--- src/rtl/dvp_capture_window.sv ---
// dvp_capture_window: DVP byte-to-pixel capture with frame skip, crop window, decimation and error flags
module dvp_capture_window #(
  parameter int DATA_W      = 8,
  parameter int BPP         = 2,
  parameter int X_W         = 10,
  parameter int Y_W         = 10,
  parameter int SKIP_FRAMES = 3,
  parameter int CNT_W       = 16
) (
  input  logic                  clk,
  input  logic                  rst,
  input  logic                  enable,
  input  logic                  vsync,
  input  logic                  href,
  input  logic [DATA_W-1:0]     din,
  input  logic [X_W-1:0]        crop_x0,
  input  logic [X_W-1:0]        crop_x1,
  input  logic [Y_W-1:0]        crop_y0,
  input  logic [Y_W-1:0]        crop_y1,
  input  logic [1:0]            decim,
  input  logic                  err_clr,
  output logic                  pix_valid,
  output logic [DATA_W*BPP-1:0] pix_data,
  output logic [X_W-1:0]        pix_x,
  output logic [Y_W-1:0]        pix_y,
  output logic                  sof,
  output logic                  line_done,
  output logic                  eof,
  output logic                  frame_act,
  output logic [CNT_W-1:0]      frame_cnt,
  output logic                  err_part,
  output logic                  err_ovf
);
  localparam int PW   = DATA_W * BPP;
  localparam int SK_W = $clog2(SKIP_FRAMES + 2);
  localparam int BI_W = (BPP > 1) ? $clog2(BPP) : 1;
  localparam logic [SK_W-1:0] SKIP_N = SK_W'(SKIP_FRAMES);
  localparam logic [BI_W-1:0] LAST_B = BI_W'(BPP - 1);
  localparam logic [X_W-1:0]  X_MAX  = {X_W{1'b1}};
  localparam logic [Y_W-1:0]  Y_MAX  = {Y_W{1'b1}};
  typedef enum logic [1:0] {IDLE, SKIP, ACTIVE} state_t;
  state_t          r_state;
  logic            r_vs_d, r_hr_d, r_sof_pend, r_xsat;
  logic [SK_W-1:0] r_skip;
  logic [BI_W-1:0] r_bidx;
  logic [PW-1:0]   r_acc;
  logic [X_W-1:0]  r_x, r_x0, r_x1;
  logic [Y_W-1:0]  r_y, r_y0, r_y1;
  logic [1:0]      r_decim;
  logic            w_vs_fall, w_vs_rise, w_hr_fall, w_last, w_keep;
  logic [1:0]      w_dec, w_mask;
  logic [PW-1:0]   w_pix;
  logic [X_W-1:0]  w_dx;
  logic [Y_W-1:0]  w_dy;
  assign w_vs_fall = r_vs_d & ~vsync;
  assign w_vs_rise = ~r_vs_d & vsync;
  assign w_hr_fall = r_hr_d & ~href;
  assign w_last    = r_bidx == LAST_B;
  assign w_pix     = PW'({r_acc, din});
  assign w_dec     = (r_decim == 2'd3) ? 2'd2 : r_decim;
  assign w_mask    = (w_dec == 2'd0) ? 2'b00 : (w_dec == 2'd1) ? 2'b01 : 2'b11;
  assign w_dx      = r_x - r_x0;
  assign w_dy      = r_y - r_y0;
  assign w_keep    = (r_x >= r_x0) && (r_x <= r_x1) && (r_y >= r_y0) && (r_y <= r_y1) &&
                     ((r_x[1:0] & w_mask) == 2'b00) && ((r_y[1:0] & w_mask) == 2'b00);
  // Frame FSM, byte assembly, pixel emission and flag bookkeeping; all outputs registered
  always_ff @(posedge clk or posedge rst) begin
    if (rst) begin
      r_state    <= IDLE;
      r_vs_d     <= 1'b0;
      r_hr_d     <= 1'b0;
      r_sof_pend <= 1'b0;
      r_xsat     <= 1'b0;
      r_skip     <= '0;
      r_bidx     <= '0;
      r_acc      <= '0;
      r_x        <= '0;
      r_y        <= '0;
      r_x0       <= '0;
      r_x1       <= '0;
      r_y0       <= '0;
      r_y1       <= '0;
      r_decim    <= '0;
      pix_valid  <= 1'b0;
      pix_data   <= '0;
      pix_x      <= '0;
      pix_y      <= '0;
      sof        <= 1'b0;
      line_done  <= 1'b0;
      eof        <= 1'b0;
      frame_act  <= 1'b0;
      frame_cnt  <= '0;
      err_part   <= 1'b0;
      err_ovf    <= 1'b0;
    end else begin
      r_vs_d    <= vsync;
      r_hr_d    <= href;
      pix_valid <= 1'b0;
      sof       <= 1'b0;
      line_done <= 1'b0;
      eof       <= 1'b0;
      case (r_state)
        IDLE: begin
          if (!enable) r_skip <= '0;
          else if (w_vs_fall) begin
            if (r_skip < SKIP_N) r_state <= SKIP;
            else begin
              r_state    <= ACTIVE;
              frame_act  <= 1'b1;
              r_x0       <= crop_x0;
              r_x1       <= crop_x1;
              r_y0       <= crop_y0;
              r_y1       <= crop_y1;
              r_decim    <= decim;
              r_x        <= '0;
              r_y        <= '0;
              r_bidx     <= '0;
              r_xsat     <= 1'b0;
              r_sof_pend <= 1'b1;
            end
          end
        end
        SKIP: if (w_vs_rise) begin
          r_skip  <= r_skip + SK_W'(1);
          r_state <= IDLE;
        end
        default: begin
          if (w_vs_rise) begin
            r_state   <= IDLE;
            frame_act <= 1'b0;
            eof       <= 1'b1;
            frame_cnt <= frame_cnt + CNT_W'(1);
            r_bidx    <= '0;
          end else if (w_hr_fall) begin
            line_done <= 1'b1;
            r_y       <= (r_y == Y_MAX) ? r_y : r_y + Y_W'(1);
            r_x       <= '0;
            r_xsat    <= 1'b0;
            r_bidx    <= '0;
            if (r_bidx != '0) err_part <= 1'b1;
          end else if (href) begin
            r_acc <= w_pix;
            if (!w_last) r_bidx <= r_bidx + BI_W'(1);
            else begin
              r_bidx <= '0;
              if (r_xsat) err_ovf <= 1'b1;
              else begin
                if (w_keep) begin
                  pix_valid  <= 1'b1;
                  pix_data   <= w_pix;
                  pix_x      <= w_dx >> w_dec;
                  pix_y      <= w_dy >> w_dec;
                  sof        <= r_sof_pend;
                  r_sof_pend <= 1'b0;
                end
                if (r_x == X_MAX) r_xsat <= 1'b1;
                else r_x <= r_x + X_W'(1);
              end
            end
          end
        end
      endcase
      if (err_clr) begin
        err_part <= 1'b0;
        err_ovf  <= 1'b0;
      end
    end
  end
endmodule

--- config.mk ---
export PLATFORM = sky130hd
export DESIGN_NAME = dvp_capture_window
export DESIGN_NICKNAME = d
export VERILOG_FILES = /design/src/rtl/dvp_capture_window.sv
export SDC_FILE = /design/constraint.sdc
export NUM_CORES = 1
export LEC_CHECK = 0
export BUFFER_PORTS_ARGS = -buffer_cell sky130_fd_sc_hd__buf_2
export CORE_UTILIZATION = 43
export CTS_CLUSTER_DIAMETER = 100
export CTS_CLUSTER_SIZE = 8
export DETAILED_ROUTE_END_ITERATION = 10
export MAX_ROUTING_LAYER = met4
export PLACE_DENSITY = 0.72
export RECOVER_POWER = 25
export SYNTH_ARGS = -nofsm -noshare
export SYNTH_HDL_FRONTEND = slang
export SYNTH_SLANG_ARGS = --single-unit
--- constraint.sdc ---
create_clock -name clk -period 5.76 [get_ports clk]
set_input_delay 0.576 -clock clk [delete_from_list [all_inputs] [get_ports clk]]
set_output_delay 0.576 -clock clk [all_outputs]
set_load 0.01 [all_outputs]
==> metrics.yaml <==
ios: 115
hold_viol: 0
htreeDepth: 4
nets: 979
first_pass_iters: 5
fin_cells: 1115
slew_headroom: -1.55
track_usage: 0.210
root_buffer: "clkbuf_16"
p_leak_nw: 4.68
drt_iter0_markers: 461
finalMaxSlewViolations: 87
port_buffers: 114
cp_max_fo: 24
end_kind: "register"
min_path_type: "in -> reg"
wl_per_cell_um: 15.6
synth_ff_type: "dfrtp_1"
worstPathRequired_ps: 6060
period_share: 0.655
dpl.cell_count: 1083
clkSlewWorstSetupHoldPaths_ps: 60
ys_warn_count: 0
layout_commonest_cell: "dfrtp_1"
ir_drop_mv: 0.222
worst_slew_pin_slew_ps: 3800
finalSetupViolCount: 0
grt_pass1_vias: 5759
post-route-util: 0.516
rsz0062_at_grt: "no"
start_kind: "register"
route.vias.total: 6057
fin_skew_ps: 9.48
critPathKind: "reg -> reg"
status: "finished, violations left"
postSynthAreaPerCell_sq_um: 9.84
placed_cell_area_sq_um: 8320
grt_overflow_total: 0
dp_hpwl_mm: 12.6
ys_seq_area_frac: 0.460
violations: "capacitance limit, slew limit"
ys_types: 71
synth_seq_cells: 139
maxCapViolCount: 1
cts_buffer_depth: 2
clock_sinks: 139
synth_edf_count: 0
initial_core_util: 0.439
final_cell_mix: "139 x dfrtp_1, 111 x buf_2, 81 x nand2_1"
area_growth_pct: 17.7
drive_gt1_frac: 0.193
routed_wl_mm: 17.4
synth_area_sq_um: 7560
arrival_ps: 4080
ctsResizeCount: 0
gp_congestion: 0.892
cts_tree: "built"
final_antenna_net_count: 0
die_height_um: 135
synth_nets: 870
numCtsBuffers: 17
netlist_instances: 768
die_area_sq_um: 18100
max_freq_mhz: 265
clk_latency_ps: 430
ctsHoldBuffers: 0
grt_max_degree: 91
die_x_um: 135
powerDensity_nw_per_um2: 267
cts_setup_buffers: 0
antenna_found_initial: 0
ys_async_sr_fraction: 1.00
grt_pass1_wl_mm: 28.9
core_area_sq_um: 17200
viasPerCell: 5.43
drcViolationCount: 0
fin_crit_ps: 3770
rows: 48
final_cell_area_sq_um: 8900
finalSetupTns_ps: 0
diodes: 0
[critical path, stage by stage, from the launching register on]
cell,delay (ps)
dfrtp_1,440
inv_1,110
ha_1,170
inv_1,60
fa_1,420
a211oi_2,370
o21ai_0,150
a2111oi_1,630
nor4_4,160
nand2_4,260
clkinv_2,430
mux2_1,450
[kinds of logic (layout without fill, tap and decap cells)]
kind of cell	count (synthesis)	after routing	share of synthesized area
AND/OR/NAND/NOR	228	228	0.144
AO/OA/AOI/OAI	187	187	0.156
flip-flops	139	139	0.460
buffers and inverters	84	206	0.0449
multiplexers	50	50	0.0778
adder cells (fa/ha/maj)	46	46	0.0781
XOR/XNOR	34	34	0.0394
[per-stage QoR]
stage          setup slack [ps]  total power (W)  hold slack [ps]
4_1_cts                    1970          0.00240              286
3_5_place_dp               1990          0.00130              460
6_report                   1990          0.00237              338
2_1_floorplan              1460          0.00122              441
3_3_place_gp               2110          0.00129              461
5_1_grt                    1720          0.00247              329
[final cells by class]
cell class / instances / area (sq um)
Clock inverter: 15 / 165
Fill cell: 1596 / 8340
Tap cell: 225 / 282
Timing Repair Buffer: 116 / 582
Clock buffer: 17 / 425
Sequential cell: 139 / 3480
Inverter: 58 / 220
Multi-Input combinational cell: 545 / 3750
[metal layers]
layer  up-vias  GRT usage  wire [um]
li1       2944          -          -
met1      2943      0.279       8250
met2       153      0.328       8250
met3        17     0.0372        715
met4         0     0.0649        232
met5         -          -          0
[report_power, final]
| group | internal, W | leakage [nW] | switching, W | total, W |
|---|---|---|---|---|
| sequential | 0.00102 | 1.74 | 0.0000301 | 0.00105 |
| clock | 0.000643 | 0.277 | 0.000448 | 0.00109 |
| combinational | 0.0000922 | 2.66 | 0.000142 | 0.000234 |
| total | 0.00175 | 4.68 | 0.000620 | 0.00237 |
[registers in the layout, indices dropped and copies added, names as in the netlist, 2 cells and up]
| signal | cells |
|---|---|
| r_decim | 2 |
| frame_cnt | 16 |
| r_skip | 3 |
| pix_y | 10 |
| r_x1 | 10 |
| r_state | 2 |
| r_x | 10 |
| r_x0 | 10 |
| r_y1 | 10 |
| r_acc | 8 |
| r_y | 10 |
| pix_x | 10 |
| pix_data | 16 |
| r_y0 | 10 |
[Yosys cell counts (4+ instances only)]
| library cell | number | area, sq um |
|---|---|---|
| o21bai_1 | 4 | 30.0 |
| nor2b_1 | 8 | 50.1 |
| a211oi_1 | 7 | 52.6 |
| a21o_1 | 7 | 52.6 |
| inv_1 | 56 | 210 |
| mux2_1 | 28 | 315 |
| mux2_2 | 10 | 113 |
| o21a_1 | 9 | 67.6 |
| nand3_1 | 18 | 90.1 |
| a31oi_1 | 8 | 50.1 |
| o31ai_1 | 5 | 37.5 |
| ha_1 | 44 | 551 |
| a21oi_1 | 35 | 175 |
| nand2b_1 | 4 | 25.0 |
| nor2_1 | 56 | 210 |
| o21ai_0 | 69 | 345 |
| dfrtp_1 | 139 | 3480 |
| nor4_1 | 4 | 25.0 |
| xor2_1 | 18 | 158 |
| nand3b_1 | 4 | 30.0 |
| mux2i_1 | 4 | 40.0 |
| o22ai_1 | 5 | 31.3 |
| mux2_4 | 8 | 120 |
| xnor2_1 | 16 | 140 |
| nand4_1 | 11 | 68.8 |
| and3_1 | 11 | 68.8 |
| nand2_1 | 81 | 304 |
| clkbuf_1 | 22 | 82.6 |
| or3_1 | 7 | 43.8 |
| nor3_1 | 10 | 50.1 |
[worst paths after layout]
path / from / endpoint / slack, ps / cells past startpoint
max in group asynchronous: rst / r_x1[7] / 2560 / 3
min: vsync / r_vs_d / 340 / 1
min reg2reg: frame_cnt[15] / frame_cnt[15] / 470 / 1
max: r_y[0] / pix_x[8] / 1990 / 11
min in group asynchronous: rst / pix_data[1] / 1240 / 2
max reg2reg: r_y[0] / pix_x[8] / 1990 / 11
(Power assumes the default switching activity.)
